**src/rtl/up_counter_multimode.sv**
```systemverilog
// up_counter_multimode: parametrised up/down/rotate/load/saturating counter with wrap/sat pulses.
// Define UPCTR_WRAP_COUNT_EN to add the saturating 16-bit wrap_cnt output.
module up_counter_multimode #(
    parameter int WIDTH = 8,
    parameter int STEP = 1,
    parameter logic [WIDTH-1:0] RESET_VAL = '0
) (
    input  logic             clk,
    input  logic             rst,
    input  logic             en,
    input  logic [2:0]       mode,
    input  logic [WIDTH-1:0] load_val,
    output logic [WIDTH-1:0] q,
    output logic             wrap,
    output logic             sat,
`ifdef UPCTR_WRAP_COUNT_EN
    output logic [15:0]      wrap_cnt,
`endif
    output logic             tc
);
    typedef enum logic [2:0] {
        HOLD   = 3'b000,
        INC    = 3'b001,
        DEC    = 3'b010,
        ROL    = 3'b011,
        ROR    = 3'b100,
        LOAD   = 3'b101,
        SATINC = 3'b110,
        CLEAR  = 3'b111
    } mode_e;

    localparam logic [WIDTH:0] STEP_X = (WIDTH+1)'(STEP);

    logic [WIDTH-1:0] q_q, q_d;
    logic             wrap_q, wrap_d, sat_q, sat_d;
    logic [WIDTH:0]   sum, diff;

    // Carry and borrow both land in bit WIDTH of the widened result.
    assign sum  = {1'b0, q_q} + STEP_X;
    assign diff = {1'b0, q_q} - STEP_X;

    always_comb begin
        q_d    = q_q;
        wrap_d = 1'b0;
        sat_d  = 1'b0;
        if (en) begin
            case (mode_e'(mode))
                INC: begin
                    q_d    = sum[WIDTH-1:0];
                    wrap_d = sum[WIDTH];
                end
                DEC: begin
                    q_d    = diff[WIDTH-1:0];
                    wrap_d = diff[WIDTH];
                end
                ROL:    q_d = {q_q[WIDTH-2:0], q_q[WIDTH-1]};
                ROR:    q_d = {q_q[0], q_q[WIDTH-1:1]};
                LOAD:   q_d = load_val;
                SATINC: begin
                    q_d   = sum[WIDTH] ? '1 : sum[WIDTH-1:0];
                    sat_d = sum[WIDTH];
                end
                CLEAR:  q_d = RESET_VAL;
                default: q_d = q_q;
            endcase
        end
    end

    always_ff @(posedge clk) begin
        if (!rst) begin
            q_q    <= RESET_VAL;
            wrap_q <= 1'b0;
            sat_q  <= 1'b0;
        end else begin
            q_q    <= q_d;
            wrap_q <= wrap_d;
            sat_q  <= sat_d;
        end
    end

`ifdef UPCTR_WRAP_COUNT_EN
    logic [15:0] wrap_cnt_q, wrap_cnt_d;

    always_comb begin
        wrap_cnt_d = wrap_cnt_q;
        if (en && mode_e'(mode) == CLEAR)
            wrap_cnt_d = '0;
        else if (wrap_d && wrap_cnt_q != 16'hFFFF)
            wrap_cnt_d = wrap_cnt_q + 16'd1;
    end

    always_ff @(posedge clk) begin
        if (!rst)
            wrap_cnt_q <= '0;
        else
            wrap_cnt_q <= wrap_cnt_d;
    end

    assign wrap_cnt = wrap_cnt_q;
`endif

    assign q    = q_q;
    assign wrap = wrap_q;
    assign sat  = sat_q;
    assign tc   = (q_q == '1);
endmodule

```
**config.mk**
```make
export PLATFORM = sky130hd
export DESIGN_NAME = up_counter_multimode
export DESIGN_NICKNAME = d
export VERILOG_FILES = /design/src/rtl/up_counter_multimode.sv
export SDC_FILE = /design/constraint.sdc
export NUM_CORES = 1
export LEC_CHECK = 0
export BUFFER_PORTS_ARGS = -buffer_cell sky130_fd_sc_hd__buf_2
export CAP_MARGIN = 20
export CORE_ASPECT_RATIO = 0.7
export CORE_MARGIN = 5
export CORE_UTILIZATION = 25
export DETAILED_ROUTE_END_ITERATION = 8
export PLACE_DENSITY = 0.51
export SYNTH_ARGS = -nofsm -noshare
export SYNTH_HDL_FRONTEND = slang
export SYNTH_SLANG_ARGS = --single-unit
```
**constraint.sdc**
```tcl
create_clock -name clk -period 4.2 [get_ports clk]
set_input_delay 0.42 -clock clk [delete_from_list [all_inputs] [get_ports clk]]
set_output_delay 0.42 -clock clk [all_outputs]
set_load 0.05 [all_outputs]
```
## After elaboration in Yosys (flattened, before gate mapping)

Cells that the tools add are included.

- Add/subtract/negate cells: 2
- Equality and inequality tests: 8
- Mux-type cells: 3
- Reductions and logical operators: 4

Operators with widths:

| kind | number |
|---|---|
| case mux 8 bit (7 select lines) | 1 |
| == test 3 bit, second input constant | 4 |
| adder 8 x 1 -> 9 bit, second input constant | 1 |
| subtractor 8 x 1 -> 9 bit, second input constant | 1 |
| == test 8 bit, second input constant | 1 |
| two-way mux 8 bit | 1 |
| nonzero test 7 bit | 1 |
| == test 3 x 2 -> 1 bit, second input constant | 2 |
| AND reduction 2 bit | 2 |
| == test 3 x 1 -> 1 bit, second input constant | 1 |
| AND reduction 3 bit | 1 |
| case mux 1 bit (2 select lines) | 1 |

- Bits in registers: 10
- Input port bits: 14
- Output and inout bits: 11
- Logic and storage cells: 20

## Depth between registers and ports, before layout

Gate-level depths: netlist (run 1).

- Word-level depth: 3
- Depth in mapped cells: 7
- Gate-level depth less buffers: 6

## Worst setup path after synthesis (run 1)

No wires, ideal clock.

- Path kind: flip-flop to flip-flop
- From: register q_q[1] (netlist: q[1])
- To: register q_q[3] (netlist: q[3])
- Library setup time: 0.106 ns
- Arrival time: 2.370 ns
- Required time: 4.094 ns
- Slack: 1.724 ns
- Cell stages (with the launch flop): 6
- Path buffers: 0
- Clock period less this slack: 2.476 ns
- Path through: dfxtp_1 ha_1 nand4_1 nor2_1 nor2_1 o311ai_0

- Cells in the longest elaborated chain, start to end: 3
- Elaborated cells between the ends (all ways): 4
- Those cells by class: add/sub (2); mux (2)

RTL lines:

| element | line | text |
|---|---|---|
| start: declaration | 34 | `logic [WIDTH-1:0] q_q, q_d;` |
| start signal: assignment | 75 | `q_q <= q_d;` |
| adder 8 x 1 -> 9 bit | 39 | `assign sum = {1'b0, q_q} + STEP_X;` |
| two-way mux 8 bit | 60 | `q_d = sum[WIDTH] ? '1 : sum[WIDTH-1:0];` |
| case mux 8 bit (7 select lines) * | 47 | `case (mode_e'(mode))` |

Every way passes the cells marked *; elsewhere a longest branch is shown, timed or not.
A chain may end at the register's enable or synchronous reset.

## Worst setup path after layout (run 1)

- From: register q_q[5] (netlist: q[5])
- To: output port tc

- Cells in the longest elaborated chain, start to end: 1

RTL lines:

| element | line | text |
|---|---|---|
| == test 8 bit | 105 | `assign tc = (q_q == '1);` |
| end: declaration | 19 | `output logic tc` |

Every way passes these cells.

==> results of run 1 <==
critical path: cells and delay by family (launching register included):
| kind | cells | cell delay (ps) |
|---|---|---|
| flops | 1 | 640 |
| buf+inv | 1 | 350 |
| simple gates | 2 | 730 |
sequential cells by signal (all words and copies together) (netlist names):
| signal | cells |
|---|---|
| sat | 1 |
| wrap | 1 |
| q | 8 |
how the worst min path moves through the flow:
stage	end	start	slack, ps	cells after the start
2_1_floorplan	q[0]	rst	540	2
3_3_place_gp	q[1]	q[1]	590	2
3_5_place_dp	q[1]	q[1]	590	2
4_1_cts	q[0]	rst	460	3
5_1_grt	q[0]	rst	470	3
6_report	q[0]	rst	470	3
cell families after synthesis:
| group | count (synthesis) |
|---|---|
| AO/OA/AOI/OAI | 59 |
| multiplexers | 7 |
| buffers and inverters | 22 |
| flip-flops | 10 |
| adder cells (fa/ha/maj) | 2 |
| XOR/XNOR | 5 |
| AND/OR/NAND/NOR | 53 |
layout by cell type (no fill, tap or decap), types with 4 or more instances in the layout:
master	n
buf_2	24
a21oi_1	10
dfxtp_1	10
o21ai_0	9
nand2_1	9
nor2_1	8
mux2i_1	7
nand3_1	5
a211oi_1	5
nor3_1	5
nand4_1	4
inv_1	4
xnor2_1	4
o31ai_1	4
o22ai_1	4
clkbuf_8	4
stage by stage:
| step | hold WS [ps] | cell area [µm²] |
|---|---|---|
| after floorplan | 536 | 1160 |
| after global placement | 586 | 1260 |
| after detailed placement | 588 | 1260 |
| after CTS | 465 | 1310 |
| after global routing | 473 | 1310 |
| final | 468 | 1310 |
power groups by stage:
stage               combinational [µW]  clock (µW)  sequential (µW)
global placement                   115           0              121
global route                       124         139              122
CTS                                113         131              119
floorplan                         79.9           0              127
finish                             113         130              120
detailed placement                 112           0              121
area by class of cell:
cell class              instances  area (µm²)
multi-input cells             126         853
well taps                      55        68.8
inverters                       4        15.0
fillers                       500        3120
flip-flops and latches         10         200
repair buffers                 24         120
clock buffers                   4        55.1
per-layer routing:
layer | share of wire, % | wire length [µm] | GRT usage (%)
met1 | 47 | 1730 | 19.1
met2 | 41 | 1540 | 15.9
met3 | 11 | 416 | 5.76
met4 | 0.67 | 25 | 2.26
met5 | 0 | 0 | 0
==> key figures, run 1 <==
Place
  – Port Buf Inserts: 24
  – Post-detail-place hpwl: 2.70 mm
  – RD Place Congestion: 0.935
  – Pre-CTS WS: 2090 ps
  – Placed Cells: 219

Drt
  – # DRC: 0
  – Wire per inst: 16.6 µm
  – DR pass1 iterations: 4
  – Drt via density: 5.79
  – DR iter-0 viols: 133
  – Routed Antenna Nets: 0
  – Via count: 1291
  – Drt total wl: 3.71 mm

Logic synthesis
  – Sequential fraction of the synthesis area: 17.2%
  – Synth Area in Simple Gates: 25.7%
  – Synth top area share: 17.2%
  – Mux cell area share after synthesis: 6.03%
  – Post-synthesis async set-or-reset flop share: 0%
  – Largest family of logic cells by synthesized area: compound AO/OA/AOI/OAI gates
  – Compound-Gate Fraction of Synth Area: 35.7%
  – Mean Syn Cell Area: 7.36 µm²
  – Post-Synthesis Cells: 158
  – Largest area contributor in the netlist: dfxtp_1
  – EDFF count, synth: 0
  – Yosys warns: 0
  – Post-synth design cell area: 0.00116 mm²
  – Post-Synth Adder-Cell Area: 2.15%
  – Yosys cell types: 52
  – Post-Synth XOR/XNOR Area: 3.77%
  – #FFs+latches synth: 10
  – Syn nets: 174
  – Most used flip-flop cell after synthesis: dfxtp_1
  – Post-synth top cells: a21oi_1 (10), dfxtp_1 (10), nand2_1 (9), o21ai_0 (9)
  – Area contributors post-synth: dfxtp_1 (17%), mux2i_1 (6.0%), a21oi_1 (4.3%)

Clocking
  – Clock Latency Late Sink: 250 ps
  – CTS resizes: 0
  – Clock sink total: 10
  – CTS Buffer Depth: 2
  – Root Buffer: clkbuf_8
  – Post-CTS Setup Bufs: 0
  – CTS Hold Buffers Added: 0
  – CTS tree: built
  – Total number of H-tree levels: 1
  – Clk pin slew, worst setup/hold paths: 60 ps
  – Total CTS buffers: 3

Run
  – Max_cap viols: 0

Critical path
  – Worst path slowest cell: dfxtp_1
  – WS Path Type: flip-flop to output pin
  – Crit-path max FO: 17
  – CP Capture Type: output pin
  – Req. time, crit path: 3780 ps
  – Max incr delay on CP: 640 ps
  – Critical path, cell by cell: nand3_1, nor2_1, buf_2
  – R2r worst-path depth: 4
  – Worst setup endpoint: tc
  – CP Launch Type: flip-flop
  – R2R setup slack: 2240 ps
  – RR Startpoint: q[2]
  – Worst EP arrival: 1980 ps
  – Endpoint of the worst-slack reg-to-reg timing path: q[7]
  – Crit path from: q[5]

Power
  – Clock Power Share: 35.8%
  – Post-route total power: 362 µW
  – Internal power: 226 µW
  – Switching Fraction: 37.7%
  – Sequential share of power: 33.0%
  – Leakage power: 0.000517 µW
  – Peak VDD IR: 0.0000901 V
  – PwrDens: 276 mW/mm²
  – Logic gate share of total power: 31.2%
  – Sw power: 137 µW

Global route
  – Initial antenna violation count: 0
  – Vias in the first global route: 1130
  – Congestion Overflow GR: 0
  – Global-route wire length before repair: 6.12 mm
  – Largest net degree at the start of global routing: 29
  – Tot GR Track Use: 12.7%

Floorplan
  – Core area: 0.00443 mm²
  – Initial Util: 26.2%
  – DIE WIDTH: 91.5 µm
  – Row count: 20
  – DIE AREA: 0.00614 mm²
  – Chip Height: 67.1 µm
  – Io pins: 25

STA
  – Setup TNS: 0 ps
  – Worst Skew: 3.12 ps
  – Worst rel slew slack: 63.7%
  – Hold Fails Final Rpt: 0
  – Max Freq: 417 MHz
  – Fin crit period: 2400 ps
  – Fin worst setup slack: 1800 ps
  – Worst-margin pin slew: 544 ps
  – Ratio of final minimum period to clock period: 57.1%
  – Setup violators final: 0
  – Final Slew Violations: 0
  – RSZ-0062 raised after global routing: no

Layout
  – Final Core Density: 29.6%
  – Ratio of cells with drive above 1 in the final layout: 17.3%
  – Layout Nets: 185
  – # diodes: 0
  – Fin cells: 223
  – Synthesis-to-finish area growth: 12.9%

Worst hold path
  – Min-delay worst type: input port to flip-flop

Run status
  – Status: complete, no violations
Note: power is estimated with default switching activity, not from simulation.
==> inputs of run 2 (changes only) <==
==> constraint.sdc (replaced) <==
create_clock -name clk -period 2.4 [get_ports clk]
set_input_delay 0.24 -clock clk [delete_from_list [all_inputs] [get_ports clk]]
set_output_delay 0.24 -clock clk [all_outputs]
set_load 0.05 [all_outputs]
==> run 2 against run 1 <==
- die area did not move
- register-to-register slack got worse by 1700 ps
- routed wire length is 3.3% lower
- clock skew grew 2.2 ps
- sequential share of layout area fell by 0.29 points
- final cell count increased by 1.3%
- setup slack got worse by 1500 ps
- hold slack worse by 180 ps
- global-route usage down 0.65 points
==> key figures, run 2 (synthesized netlist as in run 1, its figures left out) <==
Layout
  – Post-route cell area: 0.00134 mm²
  – Fillers: 476
  – Ratio of cells with drive above 1 in the final layout: 19.3%
  – Most frequent cells in the layout: buf_2 (24), a21oi_1 (10), dfxtp_1 (10)
  – Final Core Density: 30.2%
  – Most common cell after layout, fill and taps aside: buf_2
  – # diodes: 0
  – FF+latch area: 200 µm²
  – Area taken by multi-input logic gates: 856 µm²
  – Synthesis-to-finish area growth: 15.1%
  – Max reg flops: 8
  – Layout Nets: 188

Critical path
  – RR Startpoint: q[0]
  – Crit-path max FO: 10
  – CP Launch Type: flip-flop
  – Worst EP arrival: 1870 ps
  – Crit path from: q[0]
  – CP Capture Type: output pin
  – Req. time, crit path: 2160 ps
  – Worst path slowest cell: dfxtp_1
  – Max incr delay on CP: 520 ps
  – WS Path Type: flip-flop to output pin
  – Critical path, cell by cell: ha_1, nand4_1, nor2_2, buf_2

Place
  – Post-detail-place hpwl: 2.63 mm
  – Placed inst area: 0.00128 mm²
  – Port Buf Inserts: 24
  – Pre-CTS WS: 521 ps
  – RD Place Congestion: 0.929

Global route
  – Vias in the first global route: 1147
  – Largest net degree at the start of global routing: 29
  – Tot GR Track Use: 12.1%
  – Global-route wire length before repair: 6.00 mm
  – Congestion Overflow GR: 0
  – Initial antenna violation count: 0

Drt
  – DR iter-0 viols: 135
  – # DRC: 0
  – Wire per inst: 15.9 µm
  – Drt via density: 5.68
  – Routed Antenna Nets: 0
  – Drt total wl: 3.59 mm
  – DR pass1 iterations: 4
  – Via count: 1284

STA
  – Worst hold margin: 288 ps
  – Fin worst setup slack: 294 ps
  – Fin crit period: 2110 ps
  – Setup TNS: 0 ps
  – Worst rel slew slack: 64.4%
  – Worst Skew: 5.37 ps
  – Ratio of final minimum period to clock period: 87.8%
  – Final Slew Violations: 0
  – Max Freq: 475 MHz
  – Worst-margin pin slew: 533 ps
  – RSZ-0062 raised after global routing: no
  – Setup violators final: 0
  – Hold Fails Final Rpt: 0

Clocking
  – Post-CTS Setup Bufs: 0
  – Clock Latency Late Sink: 240 ps
  – Clk pin slew, worst setup/hold paths: 50 ps
  – CTS tree: built
  – Total CTS buffers: 3
  – Clock sink total: 10
  – CTS Hold Buffers Added: 0
  – Root Buffer: clkbuf_8
  – CTS Buffer Depth: 2
  – Total number of H-tree levels: 1
  – CTS resizes: 0

Floorplan
  – DIE AREA: 0.00614 mm²
  – Io pins: 25
  – Initial Util: 26.2%
  – Chip Height: 67.1 µm
  – DIE WIDTH: 91.5 µm
  – Row count: 20
  – Core area: 0.00443 mm²

Power
  – Logic gate share of total power: 32.2%
  – Leakage power: 0.000530 µW
  – Switching Fraction: 36.9%
  – PwrDens: 471 mW/mm²
  – Sequential share of power: 32.8%
  – Internal power: 397 µW
  – Clock Power Share: 35.0%
  – Peak VDD IR: 0.000217 V
  – Sw power: 233 µW

Worst hold path
  – HP Start: rst
  – Min-delay worst type: input port to flip-flop

Run status
  – Status: complete, no violations

Run
  – Max_cap viols: 0
==> run 2: worst paths after layout <==
kind                            endpoint  cells past startpoint  slack, ps
worst min-delay path                q[0]                      3        290
worst max register to register      q[6]                      6        500
worst min register to register      q[1]                      2        620
worst max-delay path                  tc                      4        290
==> run 2: power groups by stage <==
stage	Clock, µW	Sequential [µW]	Combinational, µW
floorplan	0	222	140
global placement	0	211	206
detailed placement	0	209	200
CTS	228	206	202
global route	231	210	222
finish	220	207	203
==> run 2: metrics by stage <==
step	total power, µW	instances
6_report	630	226
5_1_grt	663	226
4_1_cts	635	226
3_5_place_dp	410	222
3_3_place_gp	416	222
2_1_floorplan	362	158
==> run 2: final cells by class <==
cell class | count | area share, %
inverter | 4 | 1.12
sequential | 10 | 15.0
timing repair buffer | 27 | 10.7
multi-input combinational | 126 | 64.0
clock buffer | 4 | 4.12
tap | 55 | 5.15
==> run 2: critical path, delay by kind of cell, from the launching register on <==
family | cells | cell delay, ps
flops | 1 | 520
simple gates | 2 | 480
buf+inv | 1 | 320
fa+ha+maj | 1 | 300
==> run 2: layer usage <==
metal	vias to the layer above	track usage (%)	wire, µm
li1	639	-	-
met3	4	4.29	332
met1	580	17.8	1830
met2	61	16.6	1390
met4	0	2.26	35
met5	-	0	0
==> inputs of run 3 (changes only) <==
--- a/config.mk
+++ b/config.mk
@@ -5,6 +5,7 @@
 export SDC_FILE = /design/constraint.sdc
 export NUM_CORES = 1
 export LEC_CHECK = 0
+export ABC_AREA = 1
 export BUFFER_PORTS_ARGS = -buffer_cell sky130_fd_sc_hd__buf_2
 export CAP_MARGIN = 20
 export CORE_ASPECT_RATIO = 0.7
==> run 3 against run 2 <==
- final cell count rose by 35%
- first-iteration DRC count fell by 6.7%
- power rose by 1.4%
- sequential power fell by 7%
- highest routed layer unchanged
- utilization fell by 0.29 points
- sequential share of layout area fell by 0.97 points
- setup slack improved by 140 ps
- critical path depth rose by 2
- largest cell class unchanged
- routed wire length rose by 8.1%
==> key figures, run 3 <==
Logic synthesis
  – #FFs+latches synth: 10
  – Mean Syn Cell Area: 5.75 µm²
  – Area contributors post-synth: nand2_1 (20%), dfxtp_1 (16%), nand3_1 (9.8%)
  – Synth top area share: 19.5%
  – Sequential fraction of the synthesis area: 16.3%
  – Yosys cell types: 31
  – Post-Synthesis Cells: 214
  – Syn nets: 230
  – Largest area contributor in the netlist: nand2_1
  – Post-synthesis async set-or-reset flop share: 0%
  – Post-synth top cells: nand2_1 (64), nor2_1 (25), inv_1 (24), nand3_1 (24), a21oi_1 (14)
  – Most common cell in the netlist: nand2_1
  – EDFF count, synth: 0
  – Most used flip-flop cell after synthesis: dfxtp_1
  – Post-synth design cell area: 0.00123 mm²
  – Yosys warns: 0

Floorplan
  – Row count: 21
  – Core area: 0.00478 mm²
  – DIE AREA: 0.00645 mm²
  – Initial Util: 25.7%
  – DIE WIDTH: 93.8 µm
  – Chip Height: 68.7 µm
  – Io pins: 25

Place
  – RD Place Congestion: 0.940
  – Post-detail-place hpwl: 3.07 mm
  – Port Buf Inserts: 24

Power
  – PwrDens: 447 mW/mm²
  – Post-route total power: 639 µW
  – Leakage power: 0.000690 µW
  – Peak VDD IR: 0.000148 V

Clocking
  – CTS Hold Buffers Added: 0
  – Post-CTS Setup Bufs: 0
  – Total number of H-tree levels: 1
  – Clk pin slew, worst setup/hold paths: 60 ps
  – Root Buffer: clkbuf_8
  – Clock sink total: 10
  – Clock Latency Late Sink: 250 ps
  – CTS tree: built
  – Total CTS buffers: 3
  – CTS resizes: 0
  – CTS Buffer Depth: 2

STA
  – Hold Fails Final Rpt: 0
  – Worst rel slew slack: 76.9%
  – Ratio of final minimum period to clock period: 82.0%
  – Setup violators final: 0
  – Fin crit period: 1970 ps
  – RSZ-0062 raised after global routing: no
  – Max Freq: 508 MHz
  – Worst-margin pin slew: 345 ps
  – Final Slew Violations: 0
  – Setup TNS: 0 ps
  – Worst Skew: 3.03 ps

Drt
  – Routed Antenna Nets: 0
  – Drt total wl: 3.88 mm
  – Drt via density: 4.63
  – Wire per inst: 12.7 µm
  – DR pass1 iterations: 4
  – DR iter-0 viols: 126
  – Via count: 1411
  – # DRC: 0

Layout
  – Ratio of cells with drive above 1 in the final layout: 20.8%
  – Layout Nets: 253
  – # diodes: 0
  – Most frequent cells in the layout: nand2_1 (64), nor2_1 (25), inv_1 (24), nand3_1 (24), buf_2 (24)
  – Max reg flops: 8
  – Synthesis-to-finish area growth: 16.3%
  – Most common cell after layout, fill and taps aside: nand2_1

Worst hold path
  – Min-delay worst type: input port to flip-flop

Critical path
  – Crit-path max FO: 8
  – CP Launch Type: flip-flop
  – Worst EP arrival: 1730 ps
  – Critical path, cell by cell: ha_1, nand2_1, nor2_2, nand2_2, inv_1, buf_2
  – WS Path Type: flip-flop to output pin
  – CP Capture Type: output pin
  – Max incr delay on CP: 440 ps
  – Worst path slowest cell: dfxtp_1
  – Req. time, crit path: 2160 ps

Run status
  – Status: complete, no violations

Global route
  – Vias in the first global route: 1297
  – Largest net degree at the start of global routing: 13
  – Congestion Overflow GR: 0
  – Tot GR Track Use: 12.9%
  – Initial antenna violation count: 0
  – Global-route wire length before repair: 6.37 mm

Run
  – Max_cap viols: 0
[run 3: cell count changes after synthesis, sizes merged, moves of 4 or more]
cell | before | now
nand3 | 5 | 25
a211oi | 5 | 0
mux2i | 7 | 0
inv | 4 | 29
clkbuf | 7 | 1
buf | 11 | 6
o31ai | 4 | 0
nor2 | 8 | 33
a21oi | 10 | 15
nand2 | 9 | 67
[run 3: cell type report]
cell class | count | area, µm²
Sequential cell | 10 | 200
Multi-Input combinational cell | 168 | 840
Fill cell | 572 | 3350
Timing Repair Buffer | 25 | 128
Tap cell | 69 | 86.3
Clock buffer | 4 | 55.1
Inverter | 29 | 121
[run 3: cells by family after synthesis]
group           synth area share, %
flops                          16.3
buf+inv                        15.5
simple gates                   51.6
xor+xnor                       1.42
compound gates                 13.2
fa+ha+maj                      2.03
[run 3: final timing paths]
check,startpoint,endpoint,slack [ps],depth (start not counted)
worst max register to register,q[0],wrap,680,7
worst min register to register,q[1],q[1],560,2
worst min-delay path,en,wrap,270,3
worst max-delay path,q[1],tc,430,6
[run 3: layer usage]
layer / global-route usage, % / routed length (µm)
met1: 18.8 / 2050
met2: 17.5 / 1420
met3: 3.90 / 313
met4: 5.23 / 92
met5: 0 / 0
[run 3: power breakdown]
group | internal [µW] | switching (µW) | leakage [µW]
sequential | 175 | 17.5 | 0.0000816
clock | 145 | 82.7 | 0.0000288
combinational | 66.6 | 152 | 0.000580
total | 387 | 252 | 0.000690
[run 3: critical path, delay by kind of cell (launching register included)]
kind,cells,cell delay (ps)
adder cells (fa/ha/maj),1,250
AND/OR/NAND/NOR,3,420
flip-flops,1,440
buffers and inverters,2,380
[run 3: stage by stage]
step	hold WS [ps]	worst slack, ps	instances	area, µm²	util (%)
2_1_floorplan	380	394	214	1230	-
3_3_place_gp	538	775	301	1380	28.8
3_5_place_dp	526	715	301	1380	28.8
4_1_cts	259	442	305	1430	29.9
5_1_grt	295	324	305	1430	29.9
6_report	266	433	305	1430	29.9
